### src/rtl/button_conditioner.sv
// Conditions one raw active-low pushbutton into debounced, clock-synchronous
// level and single-cycle press / release / hold pulses.
module button_conditioner #(
  parameter int DEBOUNCE_CYCLES = 120000,
  parameter int HOLD_CYCLES     = 6000000,
  parameter int CNT_WIDTH       = $clog2(((DEBOUNCE_CYCLES > HOLD_CYCLES) ?
                                          DEBOUNCE_CYCLES : HOLD_CYCLES) + 1)
) (
  input  logic clock,
  input  logic reset,
  input  logic button_in,
  output logic pressed,
  output logic press_pulse,
  output logic release_pulse,
  output logic hold_pulse
);

  localparam logic [CNT_WIDTH-1:0] DEB_MAX   = CNT_WIDTH'(DEBOUNCE_CYCLES);
  localparam logic [CNT_WIDTH-1:0] HOLD_MAX  = CNT_WIDTH'(HOLD_CYCLES);
  localparam logic [CNT_WIDTH-1:0] HOLD_LAST = CNT_WIDTH'(HOLD_CYCLES - 1);
  localparam logic [CNT_WIDTH-1:0] CNT_ONE   = CNT_WIDTH'(1);

  typedef enum logic [1:0] {
    IDLE,
    PRESS_WAIT,
    PRESSED,
    RELEASE_WAIT
  } state_t;

  function automatic logic [CNT_WIDTH-1:0] sat_inc(input logic [CNT_WIDTH-1:0] v,
                                                   input logic [CNT_WIDTH-1:0] lim);
    return (v >= lim) ? lim : v + CNT_ONE;
  endfunction

  logic                 sync_p0, sync_p1;
  logic                 btn_s;
  state_t               state, state_nxt;
  logic [CNT_WIDTH-1:0] cnt, cnt_nxt;
  logic [CNT_WIDTH-1:0] hold_cnt, hold_nxt;
  logic                 pressed_nxt, press_nxt, release_nxt, hold_p_nxt;

  // Stage p0/p1: two-flop synchroniser, resets to the released level
  always_ff @(posedge clock) begin
    if (reset) begin
      sync_p0 <= 1'b0;
      sync_p1 <= 1'b0;
    end else begin
      sync_p0 <= ~button_in;
      sync_p1 <= sync_p0;
    end
  end

  assign btn_s = sync_p1;

  // Debounce / hold FSM: next state and registered-output precursors
  always_comb begin
    state_nxt   = state;
    cnt_nxt     = cnt;
    hold_nxt    = hold_cnt;
    pressed_nxt = pressed;
    press_nxt   = 1'b0;
    release_nxt = 1'b0;
    hold_p_nxt  = 1'b0;
    case (state)
      IDLE: begin
        if (btn_s) begin
          state_nxt = PRESS_WAIT;
          cnt_nxt   = CNT_ONE;
        end
      end
      PRESS_WAIT: begin
        if (!btn_s) begin
          state_nxt = IDLE;
          cnt_nxt   = '0;
        end else if (cnt == DEB_MAX) begin
          state_nxt   = PRESSED;
          pressed_nxt = 1'b1;
          press_nxt   = 1'b1;
          cnt_nxt     = '0;
        end else begin
          cnt_nxt = cnt + CNT_ONE;
        end
      end
      PRESSED: begin
        if (!btn_s) begin
          state_nxt = RELEASE_WAIT;
          cnt_nxt   = CNT_ONE;
        end else begin
          // Saturation at HOLD_MAX guarantees a single hold pulse per press
          hold_nxt   = sat_inc(hold_cnt, HOLD_MAX);
          hold_p_nxt = (hold_cnt == HOLD_LAST);
        end
      end
      RELEASE_WAIT: begin
        if (btn_s) begin
          state_nxt = PRESSED;
          cnt_nxt   = '0;
        end else if (cnt == DEB_MAX) begin
          state_nxt   = IDLE;
          pressed_nxt = 1'b0;
          release_nxt = 1'b1;
          hold_nxt    = '0;
          cnt_nxt     = '0;
        end else begin
          cnt_nxt = cnt + CNT_ONE;
        end
      end
      default: begin
        state_nxt = IDLE;
        cnt_nxt   = '0;
      end
    endcase
  end

  // Stage p2: state, counters and all outputs registered together
  always_ff @(posedge clock) begin
    if (reset) begin
      state         <= IDLE;
      cnt           <= '0;
      hold_cnt      <= '0;
      pressed       <= 1'b0;
      press_pulse   <= 1'b0;
      release_pulse <= 1'b0;
      hold_pulse    <= 1'b0;
    end else begin
      state         <= state_nxt;
      cnt           <= cnt_nxt;
      hold_cnt      <= hold_nxt;
      pressed       <= pressed_nxt;
      press_pulse   <= press_nxt;
      release_pulse <= release_nxt;
      hold_pulse    <= hold_p_nxt;
    end
  end

endmodule

### config.mk
export PLATFORM = sky130hd
export DESIGN_NAME = button_conditioner
export DESIGN_NICKNAME = d
export VERILOG_FILES = /design/src/rtl/button_conditioner.sv
export SDC_FILE = /design/constraint.sdc
export NUM_CORES = 1
export LEC_CHECK = 0
export CAP_MARGIN = 20
export CORE_AREA = 2 2 73 75
export CTS_CLUSTER_SIZE = 28
export DETAILED_ROUTE_END_ITERATION = 10
export DIE_AREA = 0 0 75 77
export PLACE_DENSITY_LB_ADDON = 0.08
export SYNTH_ARGS = -nofsm -noshare
export SYNTH_HDL_FRONTEND = slang
export SYNTH_SLANG_ARGS = --single-unit
export TNS_END_PERCENT = 50
### constraint.sdc
create_clock -name clock -period 3.8 [get_ports clock]
set_input_delay 0.57 -clock clock [delete_from_list [all_inputs] [get_ports clock]]
set_output_delay 0.57 -clock clock [all_outputs]
set_load 0.005 [all_outputs]
Yosys cells after proc, flatten, opt, wreduce, memory -nomap -nowiden
Index checks and enable logic that the tools add are counted.
{ "classes": {"add_sub_neg": 2, "mux": 24, "bitwise": 5, "eq_ne": 14, "reduce_logical": 10, "order_cmp": 1} }
{ "ops": {"columns": ["cell", "n"], "rows": [
  ["2-to-1 mux 23 bit", 9],
  ["one-hot mux 23 bit (4 select lines)", 1],
  ["adder 23 x 1 -> 23 bit (second input constant)", 2],
  ["one-hot mux 23 bit (2 select lines)", 1],
  ["== test 23 x 17 -> 1 bit (second input constant)", 1],
  ["== test 23 bit (second input constant)", 1],
  ["greater-or-equal comparator 23 bit (second input constant)", 1],
  ["!= test 2 bit (second input constant)", 7],
  ["2-to-1 mux 2 bit", 6],
  ["OR reduction 3 bit", 3],
  ["one-hot mux 2 bit (4 select lines)", 1],
  ["AND reduction 4 bit", 2],
  ["!= test 3 bit (second input constant)", 2],
  ["2-to-1 mux 1 bit", 5],
  ["NOT 1 bit", 5],
  ["AND reduction 5 bit", 1],
  ["== test 2 bit (second input constant)", 2],
  ["nonzero test 2 bit", 2],
  ["== test 2 x 1 -> 1 bit (second input constant)", 1],
  ["logical NOT 2 bit", 1],
  ["one-hot mux 1 bit (2 select lines)", 1],
  ["AND reduction 2 bit", 1]
]} }
{ "word_totals": {"regBits": 54, "wordCells": 65, "output_inout_bits": 4, "in_bits": 3} }

Logic depth before layout (Yosys ltp)
{ "depth": {"word_depth": 4, "ltp_mapped": 9, "ltp_nobuf": 7} }

Worst setup path after synthesis
OpenSTA, ideal clock, no wires.
{ "synth_path": {"path_type": "flip-flop to flip-flop", "start": "reg cnt[0]", "end": "reg cnt[16]", "path_buffers": 2, "synth_period_minus_slack_ps": 1884, "setup_ps": 72, "setup_slack_ps": 1916, "stages_incl_launch_ff": 10, "arrival_time_ps": 1813, "required_time_ps": 3728, "path_cell_list": "dfxtp_1 inv_1 ha_1 nor3b_1 and4bb_2 a211oi_2 buf_4 buf_6 nand4_1 mux2i_1"} }
{ "synth_via": {"elab_chain_cells": 4, "elab_cells_between_ends": 6, "cone_classes": "add/sub: 1; eq/ne: 1; mux: 4"} }
{ "synth_rtl": {"columns": ["item", "line", "source"], "rows": [
  ["start: declaration", "38", "logic [CNT_WIDTH-1:0] cnt, cnt_nxt;"],
  ["start signal: assignment", "127", "cnt <= cnt_nxt;"],
  ["adder 23 x 1 -> 23 bit or == test 23 x 17 -> 1 bit (tied branches)", null, null],
  ["2-to-1 mux 23 bit (*)", "75, 98", null],
  ["2-to-1 mux 23 bit, on equally long branches", "95, 72", null],
  ["one-hot mux 23 bit (4 select lines) (*)", "64", "case (state)"]
]} }
Mark *: on every way between the ends. The rest lies on a longest branch, timed or not.
A chain may end at the register's enable or synchronous reset.

Worst setup path after layout
{ "layout_path": {"start": "reg hold_cnt[0]", "end": "reg hold_cnt[22]"} }
{ "layout_via": {"elab_chain_cells": 4, "elab_cells_between_ends": 5, "cone_classes": "add/sub: 1; order compare: 1; mux: 3"} }
{ "layout_rtl": {"columns": ["item", "line", "source"], "rows": [
  ["start: declaration", "39", "logic [CNT_WIDTH-1:0] hold_cnt, hold_nxt;"],
  ["start signal: assignment", "128", "hold_cnt <= hold_nxt;"],
  ["adder 23 x 1 -> 23 bit or greater-or-equal comparator 23 bit (tied branches)", "32", "return (v >= lim) ? lim : v + CNT_ONE;"],
  ["2-to-1 mux 23 bit (*)", "32", null],
  ["2-to-1 mux 23 bit (*)", "85", "if (!btn_s) begin"],
  ["one-hot mux 23 bit (2 select lines) (*)", "64", null]
]} }
Mark *: on every way between the ends. The rest lies on a longest branch, timed or not. The select of a mux whose other input is x is not followed.

==> metrics.md <==
| Metric | Value |
|---|---|
| Count leader, synth | `dfxtp_1` |
| Clk Latency, worst-skew pair | `320 ps` |
| Number of DRC markers in iteration 0 | `159` |
| Post-Synthesis Cells | `374` |
| Total global-route track usage | `25.72%` |
| FP Rows | `26` |
| Die area | `5775 um2` |
| Die width | `75 um` |
| Register cell area after layout | `1081 um2` |
| Largest net degree at the start of global routing | `33` |
| Pint | `780.6 uW` |
| H-tree Lvls | `2` |
| First-pass GRT wire length | `11870 um` |
| Clock-pin transition on the worst setup and hold timing paths | `100 ps` |
| Routed Antenna Nets | `0` |
| Ant diodes | `0` |
| Mapped Avg Cell Area | `8.323 um2` |
| Ys async rst share | `0%` |
| Commonest cells in the synthesized netlist | `54 x dfxtp_1, 30 x nand2_1, 29 x a21oi_1, 27 x nand3_1, 22 x o21ai_0` |
| Fraction of final layout cells sized beyond drive strength 1 | `9.973%` |
| # DRC | `0` |
| PortBufs | `6` |
| Pin slew with the least headroom to its limit | `814.8 ps` |
| Worst setup path category | `reg -> reg` |
| First drt pass iteration count | `5` |
| # IOs | `7` |
| Fmax | `421.1 MHz` |
| CP Max Fanout | `8` |
| Vias in the first global route | `2623` |
| Synth Warn # | `0` |
| Top FF cell, synth | `dfxtp_1` |
| Area of the multi-input gates | `1821 um2` |
| Initial Util | `62.54%` |
| # Post-CTS Setup Buffers | `0` |
| Net Sw Frac | `22.43%` |
| Vias | `2774` |
| Layout Skew | `10.34 ps` |
| Hold_ws | `453.9 ps` |
| TritonCTS clock tree | `yes` |
| Routed WL | `6881 um` |
| RD Place Congestion | `0.9111` |
| Placeable Area | `4977 um2` |
| Pwr Density | `309.1 nW/um2` |
| LEAKAGE | `1.035 nW` |
| Power share of the clock group | `38.6%` |
| Fin Setup TNS | `0 ps` |
| Clock Sinks | `54` |
| Post-cts sizing count | `0` |
| Final Cycle Share | `62.50%` |
| Num CTS Buffers | `5` |
| Syn_nets | `381` |
| Synth top area cells | `dfxtp_1 35%, a21oi_1 4.7%, nand3_1 4.3%` |
| Clk root buf | `clkbuf_8` |
| Slew Limit Fails | `0` |
| Routed len/inst | `15.60 um` |
| Max cap viols | `0` |
| Synthesized area | `3113 um2` |
| Worst EP required | `4020 ps` |
| HP Class | `reg -> reg` |
| Routed vias/inst | `6.290` |
| Fill count | `451` |
| Shortest period the worst path allows | `2375 ps` |
| Post-synth top area share | `34.73%` |
| P&R area growth vs syn | `4.582%` |
| Status | `finished clean` |
| Setup crit start kind | `flop` |
| Dpl hpwl | `4935 um` |
| Distinct cells, synth | `70` |
| Worst vdd ir | `0.2450 mV` |
| RSZ-0062 raised after global routing | `false` |
| Finish-stage setup viols | `0` |
| Total congestion overflow | `0` |
| Synth Register Bits | `54` |
| NumNets Final | `377` |
| Switch Pwr | `225.7 uW` |
| Slew margin rel. | `45.54%` |
| Post-synth EDFFs | `0` |
| Deepest clock path buffer count | `2` |
| # hold bufs at CTS | `0` |
| Largest area contributor in the netlist | `dfxtp_1` |
| CP Capture Type | `flop` |
| Die Y | `77 um` |
| Sequential power share | `57.0%` |
| Arrival time at the worst endpoint | `2590 ps` |
| Fin. Hold Viols | `0` |
| Comb pwr share | `4.4%` |
| Seq/Total Area, Yosys | `34.73%` |
| Initial antenna violation count | `0` |
-- placed cells by master, fill, tap and decap left out, types with 5 or more instances in the layout --
cell type         n
a21o_1            5
a21oi_1          29
a31oi_1          15
and3_1            5
and4_1            5
clkbuf_8          5
clkdlybuf4s50_1   6
dfxtp_1          54
inv_1            18
nand2_1          30
nand3_1          27
nand4_1          16
nor2_1           19
nor2b_1           6
nor3_1            7
nor4_1            5
o21ai_0          22
o22ai_1           5
-- state kept, by name, summed over array words and instances, names as in the netlist, named ones only --
signal / flops
state: 1
btn_s: 1
pressed: 1
sync_p0: 1
hold_pulse: 1
release_pulse: 1
cnt: 23
press_pulse: 1
hold_cnt: 23
-- metrics by stage --
stage | total power [mW] | util (%) | cells | worst slack [ps] | cell area [um2]
detailed placement | 0.6316 | 63.22 | 433 | 1053 | 3147
finish | 1.006 | 65.41 | 441 | 1425 | 3256
global placement | 0.6307 | 63.22 | 433 | 1129 | 3147
CTS | 1.020 | 65.41 | 441 | 1415 | 3256
global route | 1.049 | 65.41 | 441 | 1191 | 3256
floorplan | 0.6178 | - | 374 | 1916 | 3113
-- critical path, stage by stage (launching register included) --
cell	delay, ps
dfxtp_1	430
ha_1	270
nand4_1	240
nor2_1	540
nand4_1	240
a21o_1	230
a311o_1	330
-- layout make-up --
cell class / instances / area share, %
well taps: 70 / 2.690
inverters: 18 / 2.075
flip-flops and latches: 54 / 33.21
clock buffers: 5 / 2.114
clock inverters: 3 / 1.230
multi-input cells: 281 / 55.92
repair buffers: 10 / 2.767
-- power groups by stage --
stage          registers [mW]  clock network (mW)  logic (mW)
2_1_floorplan           0.585                   0      0.0329
3_3_place_gp            0.587                   0      0.0438
3_5_place_dp            0.587                   0      0.0446
4_1_cts                 0.574               0.402      0.0447
5_1_grt                 0.575               0.424      0.0495
6_report                0.574               0.388      0.0445
-- worst paths after layout --
kind	start	end	slack [ps]	cells after the start
max reg2reg	hold_cnt[0]	hold_cnt[22]	1430	6
min reg2reg	sync_p0	btn_s	450	1
max	hold_cnt[0]	hold_cnt[22]	1430	6
min	sync_p0	btn_s	450	1
-- per-layer routing --
metal	global-route usage, %	up-vias	wire [um]
met4	9.464	0	57
met1	31.33	1310	3093
li1	-	1404	-
met3	5.256	7	216
met2	43.60	53	3514
met5	0	-	0
-- logic make-up after synthesis --
logic type / synth area share, %
compound gates: 23.27
xor+xnor: 0.8442
fa+ha+maj: 1.608
buf+inv: 6.793
flops: 34.73
mux: 1.286
simple gates: 31.47
Power figures use the tool's default switching activity.
